File: config.mk
export PLATFORM = sky130hd
export DESIGN_NAME = serial_subtractor
export DESIGN_NICKNAME = d
export VERILOG_FILES = /design/src/rtl/serial_subtractor.sv
export SDC_FILE = /design/constraint.sdc
export NUM_CORES = 1
export LEC_CHECK = 0
export BUFFER_PORTS_ARGS = -buffer_cell sky130_fd_sc_hd__buf_2
export CAP_MARGIN = 0
export CORE_UTILIZATION = 30
export CTS_BUF_LIST = sky130_fd_sc_hd__clkbuf_16
export CTS_CLUSTER_SIZE = 30
export DETAILED_ROUTE_END_ITERATION = 8
export SETUP_SLACK_MARGIN = 0.15
export SLEW_MARGIN = 0
export SYNTH_ARGS = -nofsm -noshare
export SYNTH_HDL_FRONTEND = slang
export SYNTH_SLANG_ARGS = --single-unit
File: constraint.sdc
create_clock -name clk -period 1.3 [get_ports clk]
set_input_delay 0.13 -clock clk [delete_from_list [all_inputs] [get_ports clk]]
set_output_delay 0.13 -clock clk [all_outputs]
set_load 0.01 [all_outputs]
File: src/rtl/serial_subtractor.sv
// Bit-serial a - b, LSB first, one shared borrow cell reused WIDTH times.
// Define SERIAL_SUB_OVF_EN to add the registered signed-overflow output ovf.
module serial_subtractor #(
  parameter int WIDTH = 8
) (
  input  logic             clk,
  input  logic             rst,
  input  logic             in_valid,
  output logic             in_ready,
  input  logic [WIDTH-1:0] a,
  input  logic [WIDTH-1:0] b,
  output logic             out_valid,
  input  logic             out_ready,
  output logic [WIDTH-1:0] diff,
  output logic             borrow
`ifdef SERIAL_SUB_OVF_EN
  ,
  output logic             ovf
`endif
);

  localparam int CW = (WIDTH > 1) ? $clog2(WIDTH) : 1;

  typedef enum logic [1:0] {
    S_IDLE = 2'd0,
    S_RUN  = 2'd1,
    S_DONE = 2'd2
  } state_t;

  state_t r_state;
  state_t w_state_next;

  logic [WIDTH-1:0] r_a;
  logic [WIDTH-1:0] r_b;
  logic [WIDTH-1:0] r_part;
  logic [WIDTH-1:0] r_diff;
  logic [CW-1:0]    r_cnt;
  logic             r_br;
  logic             r_borrow;

  logic [WIDTH-1:0] w_part_next;
  logic             w_ai;
  logic             w_bi;
  logic             w_d;
  logic             w_br_next;
  logic             w_load;
  logic             w_run;
  logic             w_last;

  // Shared bit-cell: one full-subtractor step per clock
  assign w_ai      = r_a[0];
  assign w_bi      = r_b[0];
  assign w_d       = w_ai ^ w_bi ^ r_br;
  assign w_br_next = (~w_ai & w_bi) | (~(w_ai ^ w_bi) & r_br);

  generate
    if (WIDTH == 1) begin : g_w1
      assign w_part_next = w_d;
    end else begin : g_wn
      assign w_part_next = {w_d, r_part[WIDTH-1:1]};
    end
  endgenerate

  assign w_load = (r_state == S_IDLE) & in_valid;
  assign w_run  = (r_state == S_RUN);
  assign w_last = w_run & (r_cnt == CW'(WIDTH - 1));

  always_ff @(posedge clk) begin
    if (rst) begin
      r_state <= S_IDLE;
    end else begin
      r_state <= w_state_next;
    end
  end

  always_comb begin
    w_state_next = r_state;
    case (r_state)
      S_IDLE: begin
        if (in_valid) begin
          w_state_next = S_RUN;
        end
      end
      S_RUN: begin
        if (w_last) begin
          w_state_next = S_DONE;
        end
      end
      S_DONE: begin
        if (out_ready) begin
          w_state_next = S_IDLE;
        end
      end
      default: w_state_next = S_IDLE;
    endcase
  end

  always_comb begin
    in_ready  = 1'b0;
    out_valid = 1'b0;
    unique case (1'b1)
      (r_state == S_IDLE): in_ready  = 1'b1;
      (r_state == S_DONE): out_valid = 1'b1;
      default: ;
    endcase
  end

  always_ff @(posedge clk) begin
    if (rst) begin
      r_a      <= '0;
      r_b      <= '0;
      r_part   <= '0;
      r_br     <= 1'b0;
      r_cnt    <= '0;
      r_diff   <= '0;
      r_borrow <= 1'b0;
    end else begin
      if (w_load) begin
        r_a    <= a;
        r_b    <= b;
        r_part <= '0;
        r_br   <= 1'b0;
        r_cnt  <= '0;
      end else if (w_run) begin
        r_a    <= r_a >> 1;
        r_b    <= r_b >> 1;
        r_part <= w_part_next;
        r_br   <= w_br_next;
        r_cnt  <= r_cnt + CW'(1);
      end
      // Result registers only change on completion
      if (w_last) begin
        r_diff   <= w_part_next;
        r_borrow <= w_br_next;
      end
    end
  end

  assign diff   = r_diff;
  assign borrow = r_borrow;

`ifdef SERIAL_SUB_OVF_EN
  logic r_amsb;
  logic r_bmsb;
  logic r_ovf;

  // Operand MSBs are kept since the shift registers lose them
  always_ff @(posedge clk) begin
    if (rst) begin
      r_amsb <= 1'b0;
      r_bmsb <= 1'b0;
      r_ovf  <= 1'b0;
    end else begin
      if (w_load) begin
        r_amsb <= a[WIDTH-1];
        r_bmsb <= b[WIDTH-1];
      end
      if (w_last) begin
        r_ovf <= (r_amsb ^ r_bmsb) & (r_amsb ^ w_part_next[WIDTH-1]);
      end
    end
  end

  assign ovf = r_ovf;
`endif

endmodule

==> impl_table.tex <==
\begin{tabular}{lr}
\hline
Metric & Value \\
\hline
\multicolumn{2}{l}{\textbf{Logic synthesis}} \\
\quad Leading cell types by count after synthesis & sky130\_fd\_sc\_hd\_\_nand2\_1 (40), sky130\_fd\_sc\_hd\_\_dfxtp\_1 (38), sky130\_fd\_sc\_hd\_\_a21oi\_1 (37) \\
\quad Post-synth top area share & 0.475 \\
\quad Post-synth ARST share & 0 \\
\quad \#FFs+latches synth & 38 \\
\quad Library cell occupying the most area in the post-synthesis netlist & sky130\_fd\_sc\_hd\_\_dfxtp\_1 \\
\quad Flip-flop cell with the highest count after synthesis & sky130\_fd\_sc\_hd\_\_dfxtp\_1 \\
\quad Synthesis Warnings & 0 \\
\quad Gate Count Post-Synth & 194 \\
\quad Average instance area after synthesis & 8.25 µm² \\
\quad Dominant cells by area after synthesis & sky130\_fd\_sc\_hd\_\_dfxtp\_1 (48\%), sky130\_fd\_sc\_hd\_\_a21oi\_1 (12\%), sky130\_fd\_sc\_hd\_\_nand2\_1 (9.4\%) \\
\quad Most common cell in the synthesized netlist & sky130\_fd\_sc\_hd\_\_nand2\_1 \\
\quad Number of flops mapped to enable cells by yosys & 0 \\
\quad Cell area after synthesis & 0.00160 mm² \\
\quad Part of the Yosys area used for sequential elements & 0.475 \\
\quad Number of distinct standard cells referenced by the synthesized netlist & 24 \\
\quad Post-synth net total & about 220 \\
\multicolumn{2}{l}{\textbf{Setup path}} \\
\quad Number of buffers and inverters on the critical path & 3 \\
\quad Worst R2R End & r\_a[1] \\
\quad List of cells traversed by the critical path & buf\_6, nor3b\_4, buf\_6, buf\_12, a21oi\_2, a211oi\_2 \\
\quad Top delay family on crit path & buffers and inverters \\
\quad Critical path fanouts, max & 7 \\
\quad Crit path kind & reg -> reg \\
\quad Cell count of the worst reg-to-reg path & 6 \\
\quad Dominant cell type by count on the critical path & sky130\_fd\_sc\_hd\_\_buf\_6 \\
\quad Reg2Reg Launch Point & r\_state[1] \\
\quad Maximum cell stage delay along the critical path & between 0.3 and 0.4 ns \\
\quad Standard cell with the maximum stage delay on the critical path & sky130\_fd\_sc\_hd\_\_dfxtp\_4 \\
\quad Type of element capturing the critical path & flip-flop \\
\quad Minimum setup slack among reg-to-reg paths & 0.007 ns \\
\quad Critical path arrival & 1.48 ns \\
\quad Critical path required time & 1.49 ns \\
\quad Critical path launch point type & flip-flop \\
\multicolumn{2}{l}{\textbf{Clock tree}} \\
\quad Cell chosen for the clock root & sky130\_fd\_sc\_hd\_\_clkbuf\_16 \\
\quad Number of buffers created by CTS & 5 \\
\quad CTS H-tree depth & 2 \\
\quad Source-to-sink clock delay at the later pin of the worst-skew pair & between 0.2 and 0.3 ns \\
\quad Clock buffer depth & 2 \\
\quad Clock tree from TritonCTS & built \\
\quad Clock transition at the registers of the reported paths & 0.06 ns \\
\quad Clock sink total & 38 \\
\multicolumn{2}{l}{\textbf{Drt}} \\
\quad Detail-routed via count per cell & between 4 and 5 \\
\quad Number of nets with antenna violations after detailed routing & 0 \\
\quad WL final & $\sim$4.4 mm \\
\quad Via Count & $\sim$1.5k \\
\quad Detailed-route wire length per cell & between 10 and 15 µm \\
\quad DRC violation count after routing & 0 \\
\quad First DRT Iteration DRCs & 75 \\
\quad Pre-antenna DRT Iters & 4 \\
\multicolumn{2}{l}{\textbf{Die}} \\
\quad IO Pins & 31 \\
\quad Area of the die & 0.00563 mm² \\
\quad Count of standard-cell rows & 26 \\
\quad Area of the core region & 0.00511 mm² \\
\quad Die Y & between 70 and 80 µm \\
\quad Initial core utilization & 0.313 \\
\quad Horizontal die dimension & between 70 and 80 µm \\
\multicolumn{2}{l}{\textbf{Min path}} \\
\quad Endpoint of the worst hold-timing path & r\_a[7] \\
\quad Hold Path Cell Cnt & 3 \\
\quad Classification of the worst-slack hold path & in -> reg \\
\quad Hold wc startpoint & a[7] \\
\multicolumn{2}{l}{\textbf{Timing}} \\
\quad Period utilization & 0.994 \\
\quad Final number of max-transition violations & 0 \\
\quad Minimum clock period & $\sim$1.3 ns \\
\quad Worst slew margin relative to its limit & 0.800 \\
\quad Number of endpoints with negative hold slack in the final report & 0 \\
\quad Tightest Pin Transition & between 0.3 and 0.4 ns \\
\quad Post-Route Skew & around 0.0074 ns \\
\quad Max Clock Freq & 774 MHz \\
\quad RSZ-0062 raised after global routing & yes \\
\quad Count of endpoints failing setup in the final report & 0 \\
\multicolumn{2}{l}{\textbf{Pwr}} \\
\quad Power per cell area & approximately 1300 mW/mm² \\
\quad Max VDD drop & 0.000635 V \\
\quad Leakage Power & 0.971 nW \\
\quad Power consumption & approximately 3.3 mW \\
\multicolumn{2}{l}{\textbf{Cells and area}} \\
\quad Synth-to-Final Area Change & 61.0\% \\
\quad Layout cell share with drive strength beyond 1 & 0.523 \\
\quad Number of nets in the final layout & $\sim$270 \\
\quad Final core utilization & 0.504 \\
\quad Diode insertion count for antenna repair & 0 \\
\multicolumn{2}{l}{\textbf{Run status}} \\
\quad Status & complete, no violations \\
\multicolumn{2}{l}{\textbf{Placement}} \\
\quad Post-DP HPWL & about 2.4 mm \\
\quad Count of buffers inserted at the top-level ports & 30 \\
\quad Final Wtd Congestion & 0.736 \\
\multicolumn{2}{l}{\textbf{Global route}} \\
\quad Initial antenna violation count & 0 \\
\quad Number of global-route vias before repair & 1371 \\
\quad Global-route wire length before repair & approximately 6.5 mm \\
\quad Largest net degree at the start of global routing & 22 \\
\quad Global routing usage summed across all routing layers & 0.159 \\
\quad Global route total overflow & 0 \\
\multicolumn{2}{l}{\textbf{Run}} \\
\quad Maximum Capacitance Violations & 0 \\
\hline
\end{tabular}
==> where the power goes <==
| group | switching [mW] | internal, mW |
|---|---|---|
| Clock | 0.464 | 1.09 |
| Combinational | 0.237 | 0.245 |
| Sequential | 0.0399 | 1.22 |
| Total | 0.741 | 2.56 |
==> sequential cells by signal, summed over array words and instances, names as in the netlist <==
name     cells
diff         8
r_a          8
r_b          8
r_part       7
r_br         1
r_state      2
r_cnt        3
borrow       1
==> what timing repair did <==
action / in CTS / in global routing
cloned: 4 / 2
resized for setup: 45 / 43
buffers inserted: 5 / 1
hold buffers: 0 / 0
pin swaps: 19 / 15
endpoints found under the setup margin: 38 / 37
==> tightest hold or removal path: stages <==
cell and delay [ns]:
sky130_fd_sc_hd__buf_2 0.11, sky130_fd_sc_hd__nand2_4 0.06, sky130_fd_sc_hd__a21oi_2 0.04
==> cell families (layout without fill, tap and decap cells) <==
kind of cell,count (synthesis),count (layout),synth area share
and+or+nand+nor,78,78,0.215
AOI/OAI and AO/OA,54,54,0.201
DFF,38,38,0.475
buffers and inverters,20,69,0.0751
adders and majority gates,3,3,0.0281
xor gates and xnor gates,1,1,0.00547
==> metal layers <==
layer	GRT usage	part of all wire
met1	0.193	0.43
met2	0.269	0.51
met3	0.0509	0.048
met4	0.0503	0.0083
met5	0	0
==> cell usage in the layout, fill, tap and decap left out, types with 3 or more instances in the layout <==
| master | count |
|---|---|
| sky130_fd_sc_hd__dfxtp_2 | 5 |
| sky130_fd_sc_hd__a211oi_1 | 7 |
| sky130_fd_sc_hd__dfxtp_1 | 31 |
| sky130_fd_sc_hd__nor2_2 | 3 |
| sky130_fd_sc_hd__inv_1 | 3 |
| sky130_fd_sc_hd__a21oi_2 | 24 |
| sky130_fd_sc_hd__a21oi_1 | 13 |
| sky130_fd_sc_hd__buf_6 | 12 |
| sky130_fd_sc_hd__nand2_1 | 32 |
| sky130_fd_sc_hd__nand3_1 | 8 |
| sky130_fd_sc_hd__nor2_1 | 16 |
| sky130_fd_sc_hd__clkbuf_16 | 7 |
| sky130_fd_sc_hd__buf_4 | 7 |
| sky130_fd_sc_hd__buf_2 | 30 |
| sky130_fd_sc_hd__buf_12 | 4 |
| sky130_fd_sc_hd__a211oi_2 | 6 |
| sky130_fd_sc_hd__nand2_4 | 6 |
==> cell type report <==
cell class / count / area [µm²]
multi-input combinational: 136 / 976
tap: 70 / 87.6
inverter: 3 / 11.3
clock inverter: 3 / 63.8
sequential: 38 / 774
clock buffer: 5 / 125
timing repair buffer: 58 / 538
fill: 478 / 2530
==> metrics by stage <==
stage               setup slack, ns  setup TNS (ns)  hold WS [ns]  cell area [µm²]  instances
global placement             0.0564               0         0.383             1900        293
detailed placement           0.0183               0         0.383             1900        293
global route                -0.0584          -0.441         0.103             2580        313
finish                      0.00741               0        0.0988             2580        313
floorplan                    0.0205               0         0.266             1630        194
CTS                          0.0520               0        0.0955             2360        310
==> how the worst max path moves through the flow <==
stage,end,depth (start not counted),from
2_1_floorplan,r_a[7],6,r_state[0]
3_3_place_gp,r_a[2],4,r_state[1]
3_5_place_dp,borrow,5,r_state[1]
4_1_cts,r_b[3],6,r_state[0]
5_1_grt,r_a[4],6,r_state[1]
6_report,r_a[1],6,r_state[1]
No activity file was read; power rests on OpenSTA's default activity.
